==> config.mk <==
export PLATFORM = sky130hd
export DESIGN_NAME = pma_region_table_flat
export DESIGN_NICKNAME = d
export VERILOG_FILES = /design/src/rtl/pma_region_table_if.sv /design/src/rtl/pma_region_table.sv /design/src/flat_wrapper.sv
export SDC_FILE = /design/constraint.sdc
export NUM_CORES = 2
export LEC_CHECK = 0
export ABC_AREA = 0
export CAP_MARGIN = 15
export CORE_MARGIN = 2
export CORE_UTILIZATION = 31
export CTS_CLUSTER_DIAMETER = 30
export DETAILED_ROUTE_END_ITERATION = 6
export PLACE_DENSITY = 0.45
export SYNTH_ARGS = -nofsm -noshare
export SYNTH_HDL_FRONTEND = slang
export SYNTH_SLANG_ARGS = --single-unit
==> constraint.sdc <==
create_clock -name clk_i -period 13.13 [get_ports clk_i]
set_input_delay 3.939 -clock clk_i [delete_from_list [all_inputs] [get_ports clk_i]]
set_output_delay 3.939 -clock clk_i [all_outputs]
set_load 0.02 [all_outputs]
==> src/rtl/pma_region_table_if.sv <==
// pma_region_table_if
// Bundles the config port and the lookup port of pma_region_table.
//   config : cfg_req_i / cfg_we_i / cfg_addr_i / cfg_wdata_i in,
//            cfg_rvalid_o / cfg_rdata_o / cfg_err_o out (one cycle later)
//   lookup : lkp_valid_i / lkp_addr_i in,
//            lkp_valid_o / lkp_hit_o / lkp_region_o / attribute flags out
// The "master" modport is the requester (SoC config bus / fetch / LSU).
// The "slave" modport is the table itself.
interface pma_region_table_if #(
  parameter int unsigned NR_REGIONS = 4,
  parameter int unsigned ADDR_WIDTH = 64
);
  localparam int unsigned CFG_AW = $clog2(NR_REGIONS) + 2;
  localparam int unsigned IDX_W  = (NR_REGIONS > 1) ? $clog2(NR_REGIONS) : 1;

  logic                  cfg_req_i;
  logic                  cfg_we_i;
  logic [CFG_AW-1:0]     cfg_addr_i;
  logic [ADDR_WIDTH-1:0] cfg_wdata_i;
  logic                  cfg_rvalid_o;
  logic [ADDR_WIDTH-1:0] cfg_rdata_o;
  logic                  cfg_err_o;

  logic                  lkp_valid_i;
  logic [ADDR_WIDTH-1:0] lkp_addr_i;
  logic                  lkp_valid_o;
  logic                  lkp_hit_o;
  logic [IDX_W-1:0]      lkp_region_o;
  logic                  lkp_cached_o;
  logic                  lkp_exec_o;
  logic                  lkp_nonidem_o;

  modport master (
    output cfg_req_i, cfg_we_i, cfg_addr_i, cfg_wdata_i, lkp_valid_i, lkp_addr_i,
    input  cfg_rvalid_o, cfg_rdata_o, cfg_err_o,
    input  lkp_valid_o, lkp_hit_o, lkp_region_o, lkp_cached_o, lkp_exec_o, lkp_nonidem_o
  );

  modport slave (
    input  cfg_req_i, cfg_we_i, cfg_addr_i, cfg_wdata_i, lkp_valid_i, lkp_addr_i,
    output cfg_rvalid_o, cfg_rdata_o, cfg_err_o,
    output lkp_valid_o, lkp_hit_o, lkp_region_o, lkp_cached_o, lkp_exec_o, lkp_nonidem_o
  );
endinterface

==> src/rtl/pma_region_table.sv <==
// pma_region_table
// Runtime-programmable physical-memory-attribute table. Each of NR_REGIONS
// entries holds BASE, LEN and a 4-bit ATTR {lock, nonidem, exec, cached}.
// Ports:
//   clk_i  - clock
//   rst_i  - synchronous active-high reset; reloads the table from RST_*
//   bus    - pma_region_table_if.slave (config port + lookup port)
// Config address is {region index, reg}: reg 0 BASE, 1 LEN, 2 ATTR, 3 reserved.
// Both ports answer one cycle after the request; lookups see the table as it
// was before any write issued in the same cycle.
module pma_region_table #(
  parameter int unsigned                         NR_REGIONS = 4,
  parameter int unsigned                         ADDR_WIDTH = 64,
  parameter logic [NR_REGIONS*ADDR_WIDTH-1:0]    RST_BASE   = '0,
  parameter logic [NR_REGIONS*ADDR_WIDTH-1:0]    RST_LEN    = '0,
  parameter logic [NR_REGIONS*4-1:0]             RST_ATTR   = '0
) (
  input logic                clk_i,
  input logic                rst_i,
  pma_region_table_if.slave  bus
);
  localparam int unsigned CFG_AW = $clog2(NR_REGIONS) + 2;
  localparam int unsigned IDX_W  = (NR_REGIONS > 1) ? $clog2(NR_REGIONS) : 1;

  logic [ADDR_WIDTH-1:0] base_r [NR_REGIONS];
  logic [ADDR_WIDTH-1:0] len_r  [NR_REGIONS];
  logic [3:0]            attr_r [NR_REGIONS];

  logic [CFG_AW-1:0]     cfg_shift_s;
  logic                  cfg_idx_ok_s;
  logic [IDX_W-1:0]      cfg_idx_s;
  logic [1:0]            cfg_reg_s;
  logic                  cfg_err_s;
  logic [ADDR_WIDTH-1:0] cfg_rdata_s;
  logic                  cfg_wen_s;

  logic                  lkp_hit_s;
  logic [IDX_W-1:0]      lkp_region_s;
  logic [2:0]            lkp_attr_s;

  logic                  cfg_rvalid_r;
  logic [ADDR_WIDTH-1:0] cfg_rdata_r;
  logic                  cfg_err_r;
  logic                  lkp_valid_r;
  logic                  lkp_hit_r;
  logic [IDX_W-1:0]      lkp_region_r;
  logic [2:0]            lkp_attr_r;

  // Offset form of the range test: no wrap-around below BASE, and an
  // overflowing BASE+LEN simply covers everything up to the top.
  function automatic logic region_match(input logic [ADDR_WIDTH-1:0] base,
                                        input logic [ADDR_WIDTH-1:0] len,
                                        input logic [ADDR_WIDTH-1:0] addr);
    logic [ADDR_WIDTH-1:0] off;
    off = addr - base;
    return (len != '0) && (addr >= base) && (off < len);
  endfunction

  // Split the config address; an index beyond NR_REGIONS is treated as an error.
  assign cfg_shift_s  = bus.cfg_addr_i >> 2;
  assign cfg_idx_ok_s = (cfg_shift_s < CFG_AW'(NR_REGIONS));
  assign cfg_idx_s    = cfg_shift_s[IDX_W-1:0];
  assign cfg_reg_s    = bus.cfg_addr_i[1:0];

  // Config decode: read mux, error detection and write enable.
  always_comb begin
    cfg_err_s   = 1'b0;
    cfg_rdata_s = '0;
    if (!cfg_idx_ok_s) begin
      cfg_err_s = 1'b1;
    end else begin
      case (cfg_reg_s)
        2'd0:    cfg_rdata_s = base_r[cfg_idx_s];
        2'd1:    cfg_rdata_s = len_r[cfg_idx_s];
        2'd2:    cfg_rdata_s = {{(ADDR_WIDTH-4){1'b0}}, attr_r[cfg_idx_s]};
        default: cfg_err_s   = 1'b1;
      endcase
      if (bus.cfg_we_i) begin
        // Writes return no data; a locked region refuses every write.
        cfg_rdata_s = '0;
        if (attr_r[cfg_idx_s][3]) begin
          cfg_err_s = 1'b1;
        end else begin
          cfg_err_s = cfg_err_s;
        end
      end else begin
        cfg_rdata_s = cfg_rdata_s;
      end
    end
    cfg_wen_s = bus.cfg_req_i && bus.cfg_we_i && !cfg_err_s;
  end

  // Priority search: scan from the top so the lowest matching index wins.
  always_comb begin
    lkp_hit_s    = 1'b0;
    lkp_region_s = '0;
    lkp_attr_s   = 3'b000;
    for (int r = int'(NR_REGIONS) - 1; r >= 0; r--) begin
      if (region_match(base_r[r], len_r[r], bus.lkp_addr_i)) begin
        lkp_hit_s    = 1'b1;
        lkp_region_s = IDX_W'(r);
        lkp_attr_s   = attr_r[r][2:0];
      end else begin
        lkp_hit_s    = lkp_hit_s;
      end
    end
  end

  // Region table storage: reset image load and config writes.
  always_ff @(posedge clk_i) begin
    if (rst_i) begin
      for (int r = 0; r < int'(NR_REGIONS); r++) begin
        base_r[r] <= RST_BASE[r*ADDR_WIDTH +: ADDR_WIDTH];
        len_r[r]  <= RST_LEN[r*ADDR_WIDTH +: ADDR_WIDTH];
        attr_r[r] <= RST_ATTR[r*4 +: 4];
      end
    end else if (cfg_wen_s) begin
      case (cfg_reg_s)
        2'd0:    base_r[cfg_idx_s] <= bus.cfg_wdata_i;
        2'd1:    len_r[cfg_idx_s]  <= bus.cfg_wdata_i;
        2'd2:    attr_r[cfg_idx_s] <= bus.cfg_wdata_i[3:0];
        default: attr_r[cfg_idx_s] <= attr_r[cfg_idx_s];
      endcase
    end
  end

  // Registered config response and lookup result; idle lookups report zeros.
  always_ff @(posedge clk_i) begin
    if (rst_i) begin
      cfg_rvalid_r <= 1'b0;
      cfg_rdata_r  <= '0;
      cfg_err_r    <= 1'b0;
      lkp_valid_r  <= 1'b0;
      lkp_hit_r    <= 1'b0;
      lkp_region_r <= '0;
      lkp_attr_r   <= 3'b000;
    end else begin
      cfg_rvalid_r <= bus.cfg_req_i;
      cfg_rdata_r  <= bus.cfg_req_i ? cfg_rdata_s : '0;
      cfg_err_r    <= bus.cfg_req_i & cfg_err_s;
      lkp_valid_r  <= bus.lkp_valid_i;
      lkp_hit_r    <= bus.lkp_valid_i & lkp_hit_s;
      lkp_region_r <= bus.lkp_valid_i ? lkp_region_s : '0;
      lkp_attr_r   <= bus.lkp_valid_i ? lkp_attr_s : 3'b000;
    end
  end

  assign bus.cfg_rvalid_o  = cfg_rvalid_r;
  assign bus.cfg_rdata_o   = cfg_rdata_r;
  assign bus.cfg_err_o     = cfg_err_r;
  assign bus.lkp_valid_o   = lkp_valid_r;
  assign bus.lkp_hit_o     = lkp_hit_r;
  assign bus.lkp_region_o  = lkp_region_r;
  assign bus.lkp_cached_o  = lkp_attr_r[0];
  assign bus.lkp_exec_o    = lkp_attr_r[1];
  assign bus.lkp_nonidem_o = lkp_attr_r[2];
endmodule

==> src/flat_wrapper.sv <==
// flat-port wrapper written by rule: the top's interface ports become plain ports
module pma_region_table_flat 
#(
  parameter int unsigned                         NR_REGIONS = 4,
  parameter int unsigned                         ADDR_WIDTH = 64,
  parameter logic [NR_REGIONS*ADDR_WIDTH-1:0]    RST_BASE   = '0,
  parameter logic [NR_REGIONS*ADDR_WIDTH-1:0]    RST_LEN    = '0,
  parameter logic [NR_REGIONS*4-1:0]             RST_ATTR   = '0
)
  (clk_i, rst_i, bus_cfg_req_i, bus_cfg_we_i, bus_cfg_addr_i, bus_cfg_wdata_i, bus_lkp_valid_i, bus_lkp_addr_i, bus_cfg_rvalid_o, bus_cfg_rdata_o, bus_cfg_err_o, bus_lkp_valid_o, bus_lkp_hit_o, bus_lkp_region_o, bus_lkp_cached_o, bus_lkp_exec_o, bus_lkp_nonidem_o);
  pma_region_table_if #(.NR_REGIONS(NR_REGIONS), .ADDR_WIDTH(ADDR_WIDTH)) bus_i ();
  input logic clk_i;
  input logic rst_i;
  input wire logic [$bits(bus_i.cfg_req_i)-1:0] bus_cfg_req_i;
  input wire logic [$bits(bus_i.cfg_we_i)-1:0] bus_cfg_we_i;
  input wire logic [$bits(bus_i.cfg_addr_i)-1:0] bus_cfg_addr_i;
  input wire logic [$bits(bus_i.cfg_wdata_i)-1:0] bus_cfg_wdata_i;
  input wire logic [$bits(bus_i.lkp_valid_i)-1:0] bus_lkp_valid_i;
  input wire logic [$bits(bus_i.lkp_addr_i)-1:0] bus_lkp_addr_i;
  output wire logic [$bits(bus_i.cfg_rvalid_o)-1:0] bus_cfg_rvalid_o;
  output wire logic [$bits(bus_i.cfg_rdata_o)-1:0] bus_cfg_rdata_o;
  output wire logic [$bits(bus_i.cfg_err_o)-1:0] bus_cfg_err_o;
  output wire logic [$bits(bus_i.lkp_valid_o)-1:0] bus_lkp_valid_o;
  output wire logic [$bits(bus_i.lkp_hit_o)-1:0] bus_lkp_hit_o;
  output wire logic [$bits(bus_i.lkp_region_o)-1:0] bus_lkp_region_o;
  output wire logic [$bits(bus_i.lkp_cached_o)-1:0] bus_lkp_cached_o;
  output wire logic [$bits(bus_i.lkp_exec_o)-1:0] bus_lkp_exec_o;
  output wire logic [$bits(bus_i.lkp_nonidem_o)-1:0] bus_lkp_nonidem_o;
  assign bus_i.cfg_req_i = bus_cfg_req_i;
  assign bus_i.cfg_we_i = bus_cfg_we_i;
  assign bus_i.cfg_addr_i = bus_cfg_addr_i;
  assign bus_i.cfg_wdata_i = bus_cfg_wdata_i;
  assign bus_i.lkp_valid_i = bus_lkp_valid_i;
  assign bus_i.lkp_addr_i = bus_lkp_addr_i;
  assign bus_cfg_rvalid_o = bus_i.cfg_rvalid_o;
  assign bus_cfg_rdata_o = bus_i.cfg_rdata_o;
  assign bus_cfg_err_o = bus_i.cfg_err_o;
  assign bus_lkp_valid_o = bus_i.lkp_valid_o;
  assign bus_lkp_hit_o = bus_i.lkp_hit_o;
  assign bus_lkp_region_o = bus_i.lkp_region_o;
  assign bus_lkp_cached_o = bus_i.lkp_cached_o;
  assign bus_lkp_exec_o = bus_i.lkp_exec_o;
  assign bus_lkp_nonidem_o = bus_i.lkp_nonidem_o;
  pma_region_table #(.NR_REGIONS(NR_REGIONS), .ADDR_WIDTH(ADDR_WIDTH), .RST_BASE(RST_BASE), .RST_LEN(RST_LEN), .RST_ATTR(RST_ATTR)) u_core (.clk_i(clk_i), .rst_i(rst_i), .bus(bus_i));
endmodule
**Yosys cells after proc, flatten, opt, wreduce, memory -nomap -nowiden**

Memory sizes are Yosys's and may differ from the RTL's.
Cells that the tools add are included.

- Add/subtract/negate cells: 4
- Multipliers: 0
- Divide/modulo/power cells: 0
- $lt $le $gt $ge: 9
- Equality and inequality tests: 2
- Shift-type cells: 0
- Multiplexer cells: 43
- Bitwise operators: 6
- Reductions and logical operators: 24

Operator list:

| cell | count |
|---|---|
| greater-or-equal comparator 64 bit | 4 |
| < comparator 64 bit | 4 |
| nonzero test 64 bit | 4 |
| subtractor 64 bit | 4 |
| case mux 64 bit (3 select lines) | 1 |
| 2-to-1 mux 64 bit | 2 |
| OR reduction 64 bit | 2 |
| 2-to-1 mux 1 bit | 29 |
| 2-to-1 mux 3 bit | 4 |
| OR reduction 4 bit | 3 |
| logical AND 1 bit | 10 |
| 2-to-1 mux 2 bit | 5 |
| 2-to-1 mux 4 bit | 2 |
| OR reduction 3 bit | 2 |
| < comparator 2 x 3 -> 1 bit, second input constant | 1 |
| NOT 1 bit | 3 |
| bitwise AND 1 bit | 2 |
| equality test 2 x 1 -> 1 bit, second input constant | 1 |
| equality test 2 bit, second input constant | 1 |
| logical NOT 2 bit | 1 |
| OR reduction 2 bit | 1 |
| logical NOT 1 bit | 1 |
| bitwise OR 1 bit | 1 |

- Flip-flop bits (word level): 73
- Latch bits: 0
- RAM bits: 528
- Memory bits (read-only): 0
- Word-level logic and storage cells: 99
- Memories: 3

Memories:

| memory | depth | width | read ports | clocked after Yosys merged registers in | write ports | RTL line | text |
|---|---|---|---|---|---|---|---|
| u_core.base_r | 4 | 64 | 5 | 0 | 4 | pma_region_table.sv:25 | `logic [ADDR_WIDTH-1:0] base_r [NR_REGIONS];` |
| u_core.len_r | 4 | 64 | 5 | 0 | 4 | pma_region_table.sv:26 | `logic [ADDR_WIDTH-1:0] len_r [NR_REGIONS];` |
| u_core.attr_r | 4 | 4 | 5 | 0 | 4 | pma_region_table.sv:27 | `logic [3:0] attr_r [NR_REGIONS];` |

**Longest topological paths before layout**

- Word-level depth: 14
- Gate-level depth with buffers: 26
- Depth with buffers taken out: 25

**Worst setup path after synthesis**

Ideal clock, no wire load.

- Path kind: input port to flip-flop
- From: input port bus_lkp_addr_i[0]
- To: register u_core.lkp_attr_r[0]
- Setup time: 0.122 ns
- Data arrival time: 8.674 ns
- Required time: 13.008 ns
- Setup slack: 4.334 ns
- Stages: 26
- Path buffers: 1
- Cell sequence: inv_1 ha_1 inv_1 fa_1 a21oi_1 o211ai_2 a2111oi_2 nor4b_1 a31o_2 a31o_2 o2bb2ai_2 o31ai_2 a41oi_1 xnor2_1 ha_1 nand2_1 nor2_1 a31o_2 a21oi_1 nor4b_1 nand4b_1 a211o_1 and2_4 buf_6 and3_4 a221o_1

- Longest elaborated chain between the ends: 7
- Elaborated cells on any way between the ends: 24
- Classes of those cells: add/sub: 4; order compare: 8; mux: 4; reduce/logical: 8

RTL lines:

| item | RTL line | text |
|---|---|---|
| from (decl) | flat_wrapper.sv:19 | `input wire logic [$bits(bus_i.lkp_addr_i)-1:0] bus_lkp_addr_i;` |
| subtractor 64 bit / greater-or-equal comparator 64 bit (equally long branches) | pma_region_table.sv:55, pma_region_table.sv:56 |  |
| < comparator 64 bit / logical AND 1 bit (equally long branches) | pma_region_table.sv:56 | `return (len != '0) && (addr >= base) && (off < len);` |
| logical AND 1 bit | pma_region_table.sv:56 |  |
| 2-to-1 mux 3 bit (3 in a row) | pma_region_table.sv:99 | `if (region_match(base_r[r], len_r[r], bus.lkp_addr_i)) begin` |
| 2-to-1 mux 3 bit * | pma_region_table.sv:99 |  |
| to (signal assigned) | pma_region_table.sv:144 | `lkp_attr_r <= bus.lkp_valid_i ? lkp_attr_s : 3'b000;` |
| to (decl) | pma_region_table.sv:47 | `logic [2:0] lkp_attr_r;` |

Mark *: on every way between the ends. The rest lies on a longest branch, timed or not.
A chain may end at the register's enable or synchronous reset.

**Worst setup path in the final report**

- From: input port bus_lkp_addr_i[18]
- To: register u_core.lkp_attr_r[2]

The elaborated chain is that of the path after synthesis.

==> run metrics <==
status=complete, no violations; #FFs+latches synth=approximately 600; Post-Syn Nets=5619; fmax=about 90 MHz; Buffers on Ports=209; row count=144; Hold-fix buffers, CTS=0; vias post-DR=41437; total power=8.01 mW; GPL Wtd Cong=roughly 0.99; area delta synth->final=20.6%; Worst Tran Pin Value=1.17 ns; vias in the first global route=between 40000 and 50000; final WL=220000 um; vias per cell=5.65; crit end category=register; grt total ovfl=0; Root Driver=clkbuf_16; clock sinks=601; synthesized cell area=~48000 um^2; worst reg-to-reg path cell count=23; postcts setup bufs=0; Num CTS Buffers=163; Max IR drop VDD=101 uV; Final Slew Violations=0; delay-heaviest family, CP=compound AO/OA/AOI/OAI gates; post-route insts no fill=between 7000 and 8000; cells after synthesis=4970; antenna violations before repair=21; Setup TNS Final=0 ns; CP Launch Type=input pin; Post-synth ARST share=0%; routed length per instance=29.9 um; initial core utilization=31.2%; Leak Pwr=25.2 nW; CP max FO=8; DRC Markers=0; syn_area_per_cell=9.67 um^2; reg2reg start=u_core.base_r[1][18]$_SDFFCE_PN0P_; Worst Hold End=u_core.lkp_attr_r[1]$_SDFF_PP0_; Max-Cap Viols=0; fin worst setup slack=between 1.5 and 2 ns; CTS tree=built; Core Area=roughly 150000 um^2; hold path startpoint=u_core.attr_r[2][1]$_SDFFCE_PN0P_; first-pass GRT wire length=308000 um; initial DRC count=~4200; cts repair resizes=0; Die W=between 300 and 400 um; nets@finish=5804; number of synthesized flops with an enable pin=528; dpl cells=7034; Worst R2R Setup Slack=5.37 ns; pre-CTS setup slack=1.61 ns; relative slew slack=21.9%; Final ANT Viol Nets=0; Seq/Total Area, Yosys=36.0%; largest net degree at the start of global routing=130; Warnings, synthesis=0; Final Hold Viols=0; CTS clk-pin slew, worst paths=0.05 ns; DRT Pass-1 Iters=6; crit-path max cell delay=0.82 ns; Clock Skew=between 0.03 and 0.04 ns; pwr dens=138 nW/um^2; RSZ-0062 raised after global routing=no; die area=158000 um^2; Worst Hold Depth=1; Worst Path Buf+Inv=2; CTS Buffer Depth=3; RR Endpoint=u_core.lkp_attr_r[2]$_SDFF_PP0_; worst skew pair latency=0.80 ns; H-tree level count=4; hold crit path type=register to register; die height=398 um; arrival time of the worst setup path=approximately 12 ns; Min Clock Period, post-route=11.17 ns; Post-DP HPWL=about 170000 um; Overall Global Routing Usage=between 20% and 30%; WS Path Type=input pin to register; prevailing post-synth register cell=edfxtp_1; Ports=210; part of the cycle the worst path needs=85.1%; crit path max-delay cell type=a32oi_1; Cell Chain, Critical Path=clkdlybuf4s50_1 -> ha_1 -> nand3_1 -> nor3_1 -> o21ai_0 -> o2111ai_1 -> buf_4 -> nand4_1 -> a32oi_1 -> a21oi_1 -> o21ai_0 -> a31oi_1 -> xnor2_1 -> ha_1 -> nand2_1 -> or3_1 -> nand3b_1 -> nor2_1 -> a211o_1 -> nor3_1 -> nand2_1 -> and3_4 -> a221o_1; fraction of layout cells with a size suffix above 1=10.1%; Worst EP required=13.79 ns; Finished Core Util=37.6%; post-synth cell types=101; endpoints failing setup=0
## flip-flops by register name (all words and copies together) (netlist names)
register,flops
u_core.base_r,256
u_core.len_r,256
u_core.bus.cfg_rdata_o,64
u_core.attr_r,16
u_core.lkp_attr_r,3
u_core.bus.lkp_region_o,2
u_core.bus.cfg_err_o,1
u_core.bus.cfg_rvalid_o,1
u_core.bus.lkp_hit_o,1
u_core.bus.lkp_valid_o,1
## cells by family after synthesis
kind of cell	after synthesis	synth area share, %
AO/OA/AOI/OAI	1126	15.3
XOR/XNOR	243	4.43
adder cells (fa/ha/maj)	512	13.4
buffers and inverters	804	6.36
flip-flops	601	36.0
multiplexers	196	7.52
AND/OR/NAND/NOR	1488	17.0
## area by class of cell
type                       instances  area [um^2]
tap                             2044         2560
fill                           15375        96100
antenna                            3         7.51
clock buffer                     218         4530
sequential                       601        17300
multi-input combinational       3565        27800
timing repair buffer             256         2460
inverter                         568         2130
clock inverter                    84         1140
## worst max path at each step
stage / startpoint / end / slack [ns] / cells after the start
finish: bus_lkp_addr_i[18] / u_core.lkp_attr_r[2]$_SDFF_PP0_ / 1.96 / 23
global route: bus_lkp_addr_i[18] / u_core.lkp_attr_r[2]$_SDFF_PP0_ / 1.97 / 23
detailed placement: bus_lkp_addr_i[18] / u_core.lkp_attr_r[2]$_SDFF_PP0_ / 1.61 / 23
floorplan: bus_lkp_addr_i[0] / u_core.lkp_attr_r[0]$_SDFF_PP0_ / 4.33 / 26
CTS: bus_lkp_addr_i[18] / u_core.lkp_attr_r[2]$_SDFF_PP0_ / 2.43 / 23
global placement: bus_lkp_addr_i[18] / u_core.lkp_attr_r[0]$_SDFF_PP0_ / 1.64 / 23
## layer usage
metal / vias up / track usage (%) / part of all wire [%]
met5: - / 0 / 0.031
met3: 210 / 4.79 / 6.9
li1: 18744 / - / -
met1: 20845 / 38.9 / 46
met4: 10 / 6.76 / 2.2
met2: 1628 / 42.3 / 45
## worst reg2reg max path, cell delays in order, from the launching register on
cell and delay [ns]:
edfxtp_1 0.38, inv_1 0.06, ha_1 0.42, nand3_1 0.25
nor3_1 0.79, o21ai_0 0.66, o2111ai_1 0.34, buf_4 0.19
nand4_1 0.19, a32oi_1 0.82, a21oi_1 0.27, o21ai_0 0.39
a31oi_1 0.15, xnor2_1 0.18, ha_1 0.26, nand2_1 0.08
or3_1 0.24, nand3b_1 0.20, nor2_1 0.07, a211o_1 0.28
nor3_1 0.64, nand2_1 0.22, and3_4 0.23, a221o_1 0.34
## cell usage in the layout (no fill, tap or decap), types with 44 or more instances in the layout
cell type        count
a21o_1             208
a21oi_1            351
a31oi_1             49
and2_1             156
and3_1             430
buf_4               47
clkbuf_16          167
clkdlybuf4s50_1    206
dfxtp_1             73
edfxtp_1           528
ha_1               508
inv_1              568
mux2i_1             64
mux4_2             132
nand2_1            227
nand3_1             81
nand4_1            104
nor2_1             216
nor2b_1             44
nor4_1              73
o21ai_0            173
o21bai_1            45
xnor2_1            152
xor2_1              91
## per-stage QoR
stage                     hold WS, ns  cell area (um^2)
after floorplan                 0.468             48100
after global placement          0.504             52300
after detailed placement        0.513             52300
after CTS                       0.524             58000
after global routing            0.553             58000
final                           0.518             58000
## power breakdown
part	switching, mW	leakage (nW)	total (mW)	internal (mW)
registers	0.0841	6.05	2.24	2.15
clock network	1.26	2.78	4.10	2.84
logic	1.04	16.3	1.67	0.638
total	2.38	25.2	8.01	5.63
## cell usage after synthesis, types with 15 or more instances
library cell,instances,area share [%]
a211oi_1,27,0.42
a21o_1,212,3.3
a21oi_1,351,3.7
a31oi_1,49,0.64
and2_1,157,2.0
and3_1,430,5.6
buf_1,21,0.16
buf_2,23,0.24
clkbuf_1,187,1.5
dfxtp_1,73,3.0
edfxtp_1,528,33
ha_1,508,13
inv_1,568,4.4
mux2i_1,64,1.3
mux4_2,132,6.2
nand2_1,227,1.8
nand2b_1,30,0.39
nand3_1,81,0.84
nand4_1,104,1.4
nor2_1,219,1.7
nor2b_1,46,0.60
nor3_1,37,0.39
nor4_1,76,0.99
o211ai_1,18,0.28
o21a_1,36,0.56
o21ai_0,174,1.8
o21ai_1,24,0.25
o21bai_1,45,0.70
o31ai_1,19,0.30
or2_2,15,0.20
or3_1,18,0.23
xnor2_1,152,2.8
xor2_1,91,1.7
Note: power is estimated with default switching activity, not from simulation.
